--- src/rtl/lcd_pkg.sv ---
// lcd_pkg: shared FSM encoding, default timing and field constants for the LCD controllers
package lcd_pkg;
  typedef enum logic [2:0] {S_IDLE, S_SETUP, S_EN_HI, S_EN_LO, S_DONE} lcd_state_t;
  localparam int T_SETUP_DEF = 3;
  localparam int T_EN_HIGH_DEF = 16;
  localparam int T_EN_LOW_DEF = 16;
  localparam int POLL_TIMEOUT_DEF = 50000;
  localparam logic RS_CMD = 1'b0;
  localparam logic RS_DATA = 1'b1;
  localparam int BF_BIT = 7;
  function automatic int tmax(input int a, input int b);
    return a > b ? a : b;
  endfunction
endpackage

--- src/rtl/lcd_phase_timer.sv ---
// lcd_phase_timer: loadable down-counter that stops at zero and flags it
module lcd_phase_timer #(
  parameter int W = 4
) (
  input  logic         clk,
  input  logic         rst_n,
  input  logic         load,
  input  logic [W-1:0] value,
  output logic         zero
);
  logic [W-1:0] cnt;
  always_ff @(posedge clk or negedge rst_n)
    if (!rst_n) cnt <= '0;
    else if (load) cnt <= value;
    else if (cnt != '0) cnt <= cnt - 1'b1;
  assign zero = cnt == '0;
endmodule

--- src/rtl/lcd_read_ctrl.sv ---
// lcd_read_ctrl: HD44780 read-cycle controller for status (BF+AC) or data RAM, with optional busy polling
module lcd_read_ctrl
  import lcd_pkg::*;
#(
  parameter int T_SETUP = T_SETUP_DEF,
  parameter int T_EN_HIGH = T_EN_HIGH_DEF,
  parameter int T_EN_LOW = T_EN_LOW_DEF,
  parameter int POLL_TIMEOUT = POLL_TIMEOUT_DEF
) (
  input  logic       iCLK,
  input  logic       iRST_N,
  input  logic       iREQ,
  input  logic       iRS,
  input  logic       iPOLL,
  inout  wire  [7:0] LCD_DATA,
  output logic       LCD_RS,
  output logic       LCD_RW,
  output logic       LCD_EN,
  output logic       oREADY,
  output logic       oDONE,
  output logic [7:0] oDATA,
  output logic       oBUSY_FLAG,
  output logic [6:0] oADDR,
  output logic       oTIMEOUT
);
  localparam int TW = $clog2(tmax(tmax(T_SETUP, T_EN_HIGH), tmax(T_EN_LOW, 2)));
  localparam int SW = $clog2(POLL_TIMEOUT + 1);
  localparam logic [SW-1:0] PT = SW'(POLL_TIMEOUT);
  lcd_state_t state, nxt;
  logic rs, poll, load, zero, accept, sample, retry, active;
  logic [TW-1:0] ld_val;
  logic [SW-1:0] strobes;
  assign LCD_DATA = 8'hzz;
  // oDONE lags the DONE state by a cycle, so that cycle still counts as busy
  assign oREADY = state == S_IDLE && !oDONE;
  assign accept = oREADY && iREQ;
  assign sample = state == S_EN_HI && zero;
  assign active = state inside {S_SETUP, S_EN_HI, S_EN_LO};
  assign retry = poll && oBUSY_FLAG && strobes < PT;
  lcd_phase_timer #(.W(TW)) u_timer (
    .clk(iCLK), .rst_n(iRST_N), .load(load), .value(ld_val), .zero(zero)
  );
  always_comb begin
    nxt = state;
    load = 1'b0;
    ld_val = TW'(T_SETUP - 1);
    case (state)
      S_IDLE: if (accept) begin nxt = S_SETUP; load = 1'b1; end
      S_SETUP: if (zero) begin nxt = S_EN_HI; load = 1'b1; ld_val = TW'(T_EN_HIGH - 1); end
      S_EN_HI: if (zero) begin nxt = S_EN_LO; load = 1'b1; ld_val = TW'(T_EN_LOW - 1); end
      S_EN_LO: if (zero) begin nxt = retry ? S_SETUP : S_DONE; load = retry; end
      default: nxt = S_IDLE;
    endcase
  end
  // LCD pins are registered copies of the state so they cannot glitch
  always_ff @(posedge iCLK or negedge iRST_N)
    if (!iRST_N) begin
      state <= S_IDLE;
      rs <= RS_CMD;
      poll <= 1'b0;
      strobes <= '0;
      LCD_EN <= 1'b0;
      LCD_RW <= 1'b0;
      LCD_RS <= 1'b0;
      oDONE <= 1'b0;
      oTIMEOUT <= 1'b0;
      oDATA <= 8'h00;
      oBUSY_FLAG <= 1'b0;
      oADDR <= 7'h00;
    end else begin
      state <= nxt;
      LCD_EN <= state == S_EN_HI;
      LCD_RW <= active;
      LCD_RS <= active && rs;
      oDONE <= state == S_DONE;
      oTIMEOUT <= state == S_DONE && poll && oBUSY_FLAG && strobes == PT;
      if (accept) begin
        rs <= iPOLL ? RS_CMD : iRS;
        poll <= iPOLL;
        strobes <= '0;
      end
      if (sample) begin
        oDATA <= LCD_DATA;
        oBUSY_FLAG <= rs == RS_CMD && LCD_DATA[BF_BIT];
        if (rs == RS_CMD) oADDR <= LCD_DATA[6:0];
        if (strobes != PT) strobes <= strobes + 1'b1;
      end
    end
endmodule

--- config.mk ---
export PLATFORM = sky130hd
export DESIGN_NAME = lcd_read_ctrl
export DESIGN_NICKNAME = d
export VERILOG_FILES = /design/src/rtl/lcd_pkg.sv /design/src/rtl/lcd_phase_timer.sv /design/src/rtl/lcd_read_ctrl.sv
export SDC_FILE = /design/constraint.sdc
export NUM_CORES = 1
export LEC_CHECK = 0
export CAP_MARGIN = 25
export CORE_UTILIZATION = 41
export DETAILED_ROUTE_END_ITERATION = 10
export GPL_TIMING_DRIVEN = 0
export MAX_ROUTING_LAYER = met4
export PLACE_DENSITY = 0.76
export REMOVE_ABC_BUFFERS = 1
export SYNTH_ARGS = -nofsm -noshare
export SYNTH_HDL_FRONTEND = slang
export SYNTH_SLANG_ARGS = --single-unit
--- constraint.sdc ---
create_clock -name iCLK -period 1.6 [get_ports iCLK]
set_input_delay 0.4 -clock iCLK [delete_from_list [all_inputs] [get_ports iCLK]]
set_output_delay 0.4 -clock iCLK [all_outputs]
set_load 0.01 [all_outputs]
Word-level counts from Yosys, hierarchy flattened
Index checks and enable logic that the tools add are counted.
{"block": "totals", "regBits": 14, "inputBits": 5, "out_inout_bits": 30, "elab_cells": 45}
{"block": "classes", "n_addsub": 1, "n_eq_ne": 8, "n_mux": 13, "n_bitwise": 1, "n_reduce_logical": 13}
{"cell": "4-bit two-way mux", "count": 4}
{"cell": "3-bit two-way mux", "count": 4}
{"cell": "3-bit case mux with 4 select lines", "count": 1}
{"cell": "2-bit != test, second input constant", "count": 4}
{"cell": "3-bit by 2-bit equality test with 1-bit output, second input constant", "count": 2}
{"cell": "1-bit logical AND", "count": 4}
{"cell": "4-bit zero test", "count": 1}
{"cell": "4-bit AND reduction", "count": 1}
{"cell": "4-bit nonzero test", "count": 1}
{"cell": "4-bit by 1-bit subtractor with 4-bit output, second input constant", "count": 1}
{"cell": "3-bit by 1-bit equality test with 1-bit output, second input constant", "count": 1}
{"cell": "3-bit equality test, second input constant", "count": 1}
{"cell": "3-bit zero test", "count": 1}
{"cell": "1-bit two-way mux", "count": 3}
{"cell": "3-bit nonzero test", "count": 1}
{"cell": "1-bit case mux with 2 select lines", "count": 1}
{"cell": "2-bit AND reduction", "count": 1}
{"cell": "2-bit nonzero test", "count": 1}
{"cell": "2-bit OR reduction", "count": 1}
{"cell": "1-bit zero test", "count": 1}
{"cell": "1-bit NOT", "count": 1}

Depth between registers and ports, before layout
{"block": "logic_depth", "ltp_word": 6, "depth_mapped": 5, "ltp_nobuf": 5}

Modules after synthesis
Synthesis repeated with hierarchy kept, for this count alone.
{"block": "unflattened", "cells_unflattened": 82, "hier_area_um2": 843.3}
{"module": "lcd_read_ctrl", "instances": 1, "cells_per_inst": 60, "area_each_um2": 609.3, "seq_area_each_um2": 250.2}
{"module": "lcd_phase_timer", "instances": 1, "cells_per_inst": 22, "area_each_um2": 234.0, "seq_area_each_um2": 100.1}

Worst setup path before layout
No wires, ideal clock.
{"block": "synth_path", "kind": "reg-to-reg", "startpoint": "reg state[1]", "endpoint": "reg rs", "setup_time_ns": 0.125, "t_arrival_ns": 1.337, "required_ns": 1.475, "path_slack_ns": 0.138, "path_stages_with_launch": 5, "path_buffers": 1, "synth_period_minus_slack_ns": 1.462, "cell_sequence": "dfrtp_1 > buf_6 > nor4_4 > and2_4 > mux2_4"}
{"block": "synth_via", "elab_chain_len": 3}
{"element": "start: declaration", "line": "lcd_read_ctrl.sv:29", "text": "lcd_state_t state, nxt;"}
{"element": "start signal: assignment", "line": "lcd_read_ctrl.sv:71", "text": "state <= nxt;"}
{"element": "3-bit zero test", "line": "lcd_read_ctrl.sv:35", "text": "assign oREADY = state == S_IDLE && !oDONE;"}
{"element": "1-bit logical AND", "line": "lcd_read_ctrl.sv:35"}
{"element": "named net oREADY", "line": "lcd_read_ctrl.sv:19", "text": "output logic oREADY,"}
{"element": "1-bit logical AND", "line": "lcd_read_ctrl.sv:36", "text": "assign accept = oREADY && iREQ;"}
{"element": "end signal: assignment", "line": "lcd_read_ctrl.sv:78", "text": "rs <= iPOLL ? RS_CMD : iRS;"}
{"element": "end: declaration", "line": "lcd_read_ctrl.sv:30", "text": "logic rs, poll, load, zero, accept, sample, retry, active;"}
The timed path passes the listed nets, and every way through them passes these cells.
A chain may end at the register's enable or synchronous reset.

Worst setup path after layout
{"block": "layout_path", "startpoint": "reg state[1]", "endpoint": "out oREADY"}
{"block": "layout_via", "elab_chain_len": 2}
{"element": "3-bit zero test", "line": "lcd_read_ctrl.sv:35"}
{"element": "1-bit logical AND", "line": "lcd_read_ctrl.sv:35"}
{"element": "end: declaration", "line": "lcd_read_ctrl.sv:19"}
Every way passes these cells.

==> key figures <==
Placement
  • PortBufs: 24
  • Place WS: -0.195 ns
  • Final HPWL DP: 976 µm
  • Placer congestion estimate: 0.734

Outcome
  • Outcome: complete, but fails checks
  • Violated checks: negative setup slack

Power and ir drop
  • Max VDD drop: 0.000594 V
  • Switching share of power: 0.342
  • Logic pwr share: 0.415
  • Clock Power Share: 0.174
  • Pwr dens: 1430 nW/µm²
  • Leak Pwr: 0.514 nW
  • Seq pwr share: 0.410
  • Total internal power: 0.000956 W
  • Switching power: 0.000496 W

Yosys
  • Ys Warns: 0
  • Avg Inst Size Synth: 11.0 µm²
  • Yosys top cell area share: 0.420
  • Post-synth top flop: dfrtp_1
  • Post-synth top area cell: dfrtp_1
  • Synth cell types: 28
  • Most common cell in the synthesized netlist: buf_4
  • Syn Inst Count: 76
  • Register area share after synthesis: 0.420
  • Synthesized area: 833 µm²
  • Synth Register Bits: 14
  • Asr flop ratio synth: 1.00
  • Top post-synthesis cells by area: dfrtp_1, buf_4, xnor2_1
  • Commonest cells post-synth: buf_4, dfrtp_1, nor2_1
  • Post-synth EDFFs: 0

Routing
  • Total Routed Length: 1370 µm
  • First drt pass iteration count: 4
  • ANT nets after route: 0
  • DR iter-0 viols: 3
  • Avg WL per Cell: 11.5 µm
  • # DRC: 0
  • Via Count: 550
  • Via density per instance: 4.62

Cells and area
  • Antenna diodes: 0
  • Area delta synth->final: 21.6%
  • Regs by FF count: u_timer.cnt (4), state (3)
  • Max reg flops: 4
  • Layout cells sized above 1: 0.266
  • Biggest register: u_timer.cnt
  • Final #Nets: 102

CTS
  • Root Driver: clkbuf_4
  • TritonCTS clock tree: built
  • TritonCTS Buffers: 3
  • H-tree depth: 1
  • Max clock buf depth: 2
  • Latest clock arrival within the worst-skew pair: 0.28 ns
  • Clk sink count: 14
  • Clock Pin Slew Worst Setup and Hold Paths: 0.08 ns
  • # hold bufs at CTS: 0

STA
  • Tcrit/Tclk final: 1.00
  • Max_slew headroom: 0.585
  • Fmax: 0.623 GHz
  • Worst clock skew: 0.00161 ns
  • Final setup TNS: -0.00393 ns
  • Max-slew violations: 0
  • Worst-Margin Slew: 0.621 ns
  • Unrepaired setup endpoints after global routing: true
  • Final setup violation count: 1
  • Setup ws final: -0.00393 ns
  • Minimum clock period after layout: 1.60 ns
  • Final Hold Viols: 0

Setup path
  • Crit-path slowest cell: dfrtp_2
  • Critical R2R Launch: u_timer.cnt[1]
  • Critical Path Sink Type: output pin
  • CP Data Required Time: 1.20 ns
  • Largest stage delay, worst path: 0.44 ns
  • Largest delay share family, worst path: flip-flops
  • Flop-to-flop setup slack: 0.07 ns
  • Worst Path Buf+Inv: 1
  • Worst r2r dst: u_timer.cnt[1]
  • Depth of the most critical reg-to-reg path: 5
  • Worst path cell trace: nor4_4 > buf_2
  • CP Max Fanout: 3
  • WP data arrival: 1.20 ns
  • CP Launch Type: register
  • Crit Path Class: reg -> out

Hold path
  • Path type of the worst min-delay path: in -> async

Floorplanning
  • IO Pins: 35
  • Initial core utilization: 0.458
  • Die Height: 47.1 µm
  • Site row count: 15
  • Die Area: 2220 µm²
  • Chip width: 47.1 µm
  • CORE AREA: 1820 µm²

Global routing
  • Largest net degree at the start of global routing: 15
  • Vias in the first global route: 436
  • First-pass GRT wire length: 1940 µm
  • Total track usage: 0.136
  • Initial antenna violation count: 0
  • Grt ovf: 0

Flow run
  • Max cap viols: 0
[placed cells by master (no fill, tap or decap), types with 2 or more instances in the layout]
cell type / n
dlygate4sd2_1: 15
conb_1: 10
dfrtp_1: 9
clkdlybuf4s50_1: 8
nor2_1: 5
dfrtp_2: 5
buf_4: 5
and2_1: 3
xnor2_1: 3
clkbuf_4: 3
nand2_1: 2
nor3_1: 2
o21ai_0: 2
[through the flow]
| stage | utilization | hold slack [ns] | power [W] | cells | instance area, µm² |
|---|---|---|---|---|---|
| 2_1_floorplan | - | 0.104 | 0.000984 | 61 | 683 |
| 3_3_place_gp | 0.524 | 0.503 | 0.00113 | 110 | 955 |
| 3_5_place_dp | 0.524 | 0.510 | 0.00115 | 110 | 955 |
| 4_1_cts | 0.551 | 0.513 | 0.00144 | 118 | 1000 |
| 5_1_grt | 0.557 | 0.553 | 0.00155 | 119 | 1010 |
| 6_report | 0.557 | 0.502 | 0.00145 | 119 | 1010 |
[area by class of cell]
type	count	area, µm²
timing repair buffer	29	254
inverter	2	7.51
sequential	14	357
tap	25	31.3
clock buffer	4	36.3
multi-input combinational	45	328
fill	171	807
[power by group through the flow]
stage	combinational (W)	sequential, W	clock [W]
final	0.000603	0.000596	0.000253
after global routing	0.000673	0.000606	0.000275
after CTS	0.000591	0.000586	0.000260
after detailed placement	0.000533	0.000616	0
after global placement	0.000515	0.000611	0
after floorplan	0.000378	0.000605	0
[timing repair]
action	CTS	global route
setup buffers	4	1
gates resized for setup	24	2
endpoints found under the setup margin	17	4
[per-layer routing]
layer / up-vias / global-route usage / wire (µm)
li1: 251 / - / -
met1: 259 / 0.168 / 553
met2: 36 / 0.206 / 660
met3: 4 / 0.0115 / 129
met4: 0 / 0.103 / 31
met5: - / - / 0
[cell families after synthesis]
kind of cell / after synthesis / share of synthesized area
compound gates: 5 / 0.0405
xor+xnor: 4 / 0.0420
fa+ha+maj: 2 / 0.0300
buf+inv: 26 / 0.230
flops: 14 / 0.420
mux: 3 / 0.0435
other cells: 1 / 0.00450
simple gates: 21 / 0.189
[worst max path at each step]
stage                     slack [ns]      from     end  cells after the start
final                         -0.004  state[1]  oREADY                      2
after global routing           -0.06  state[1]  oREADY                      2
after CTS                      -0.02  state[1]  oREADY                      2
after detailed placement       -0.20  state[1]  oREADY                      2
after global placement         -0.20  state[1]  oREADY                      2
after floorplan                 0.14  state[1]      rs                      3
(Power assumes the default switching activity.)
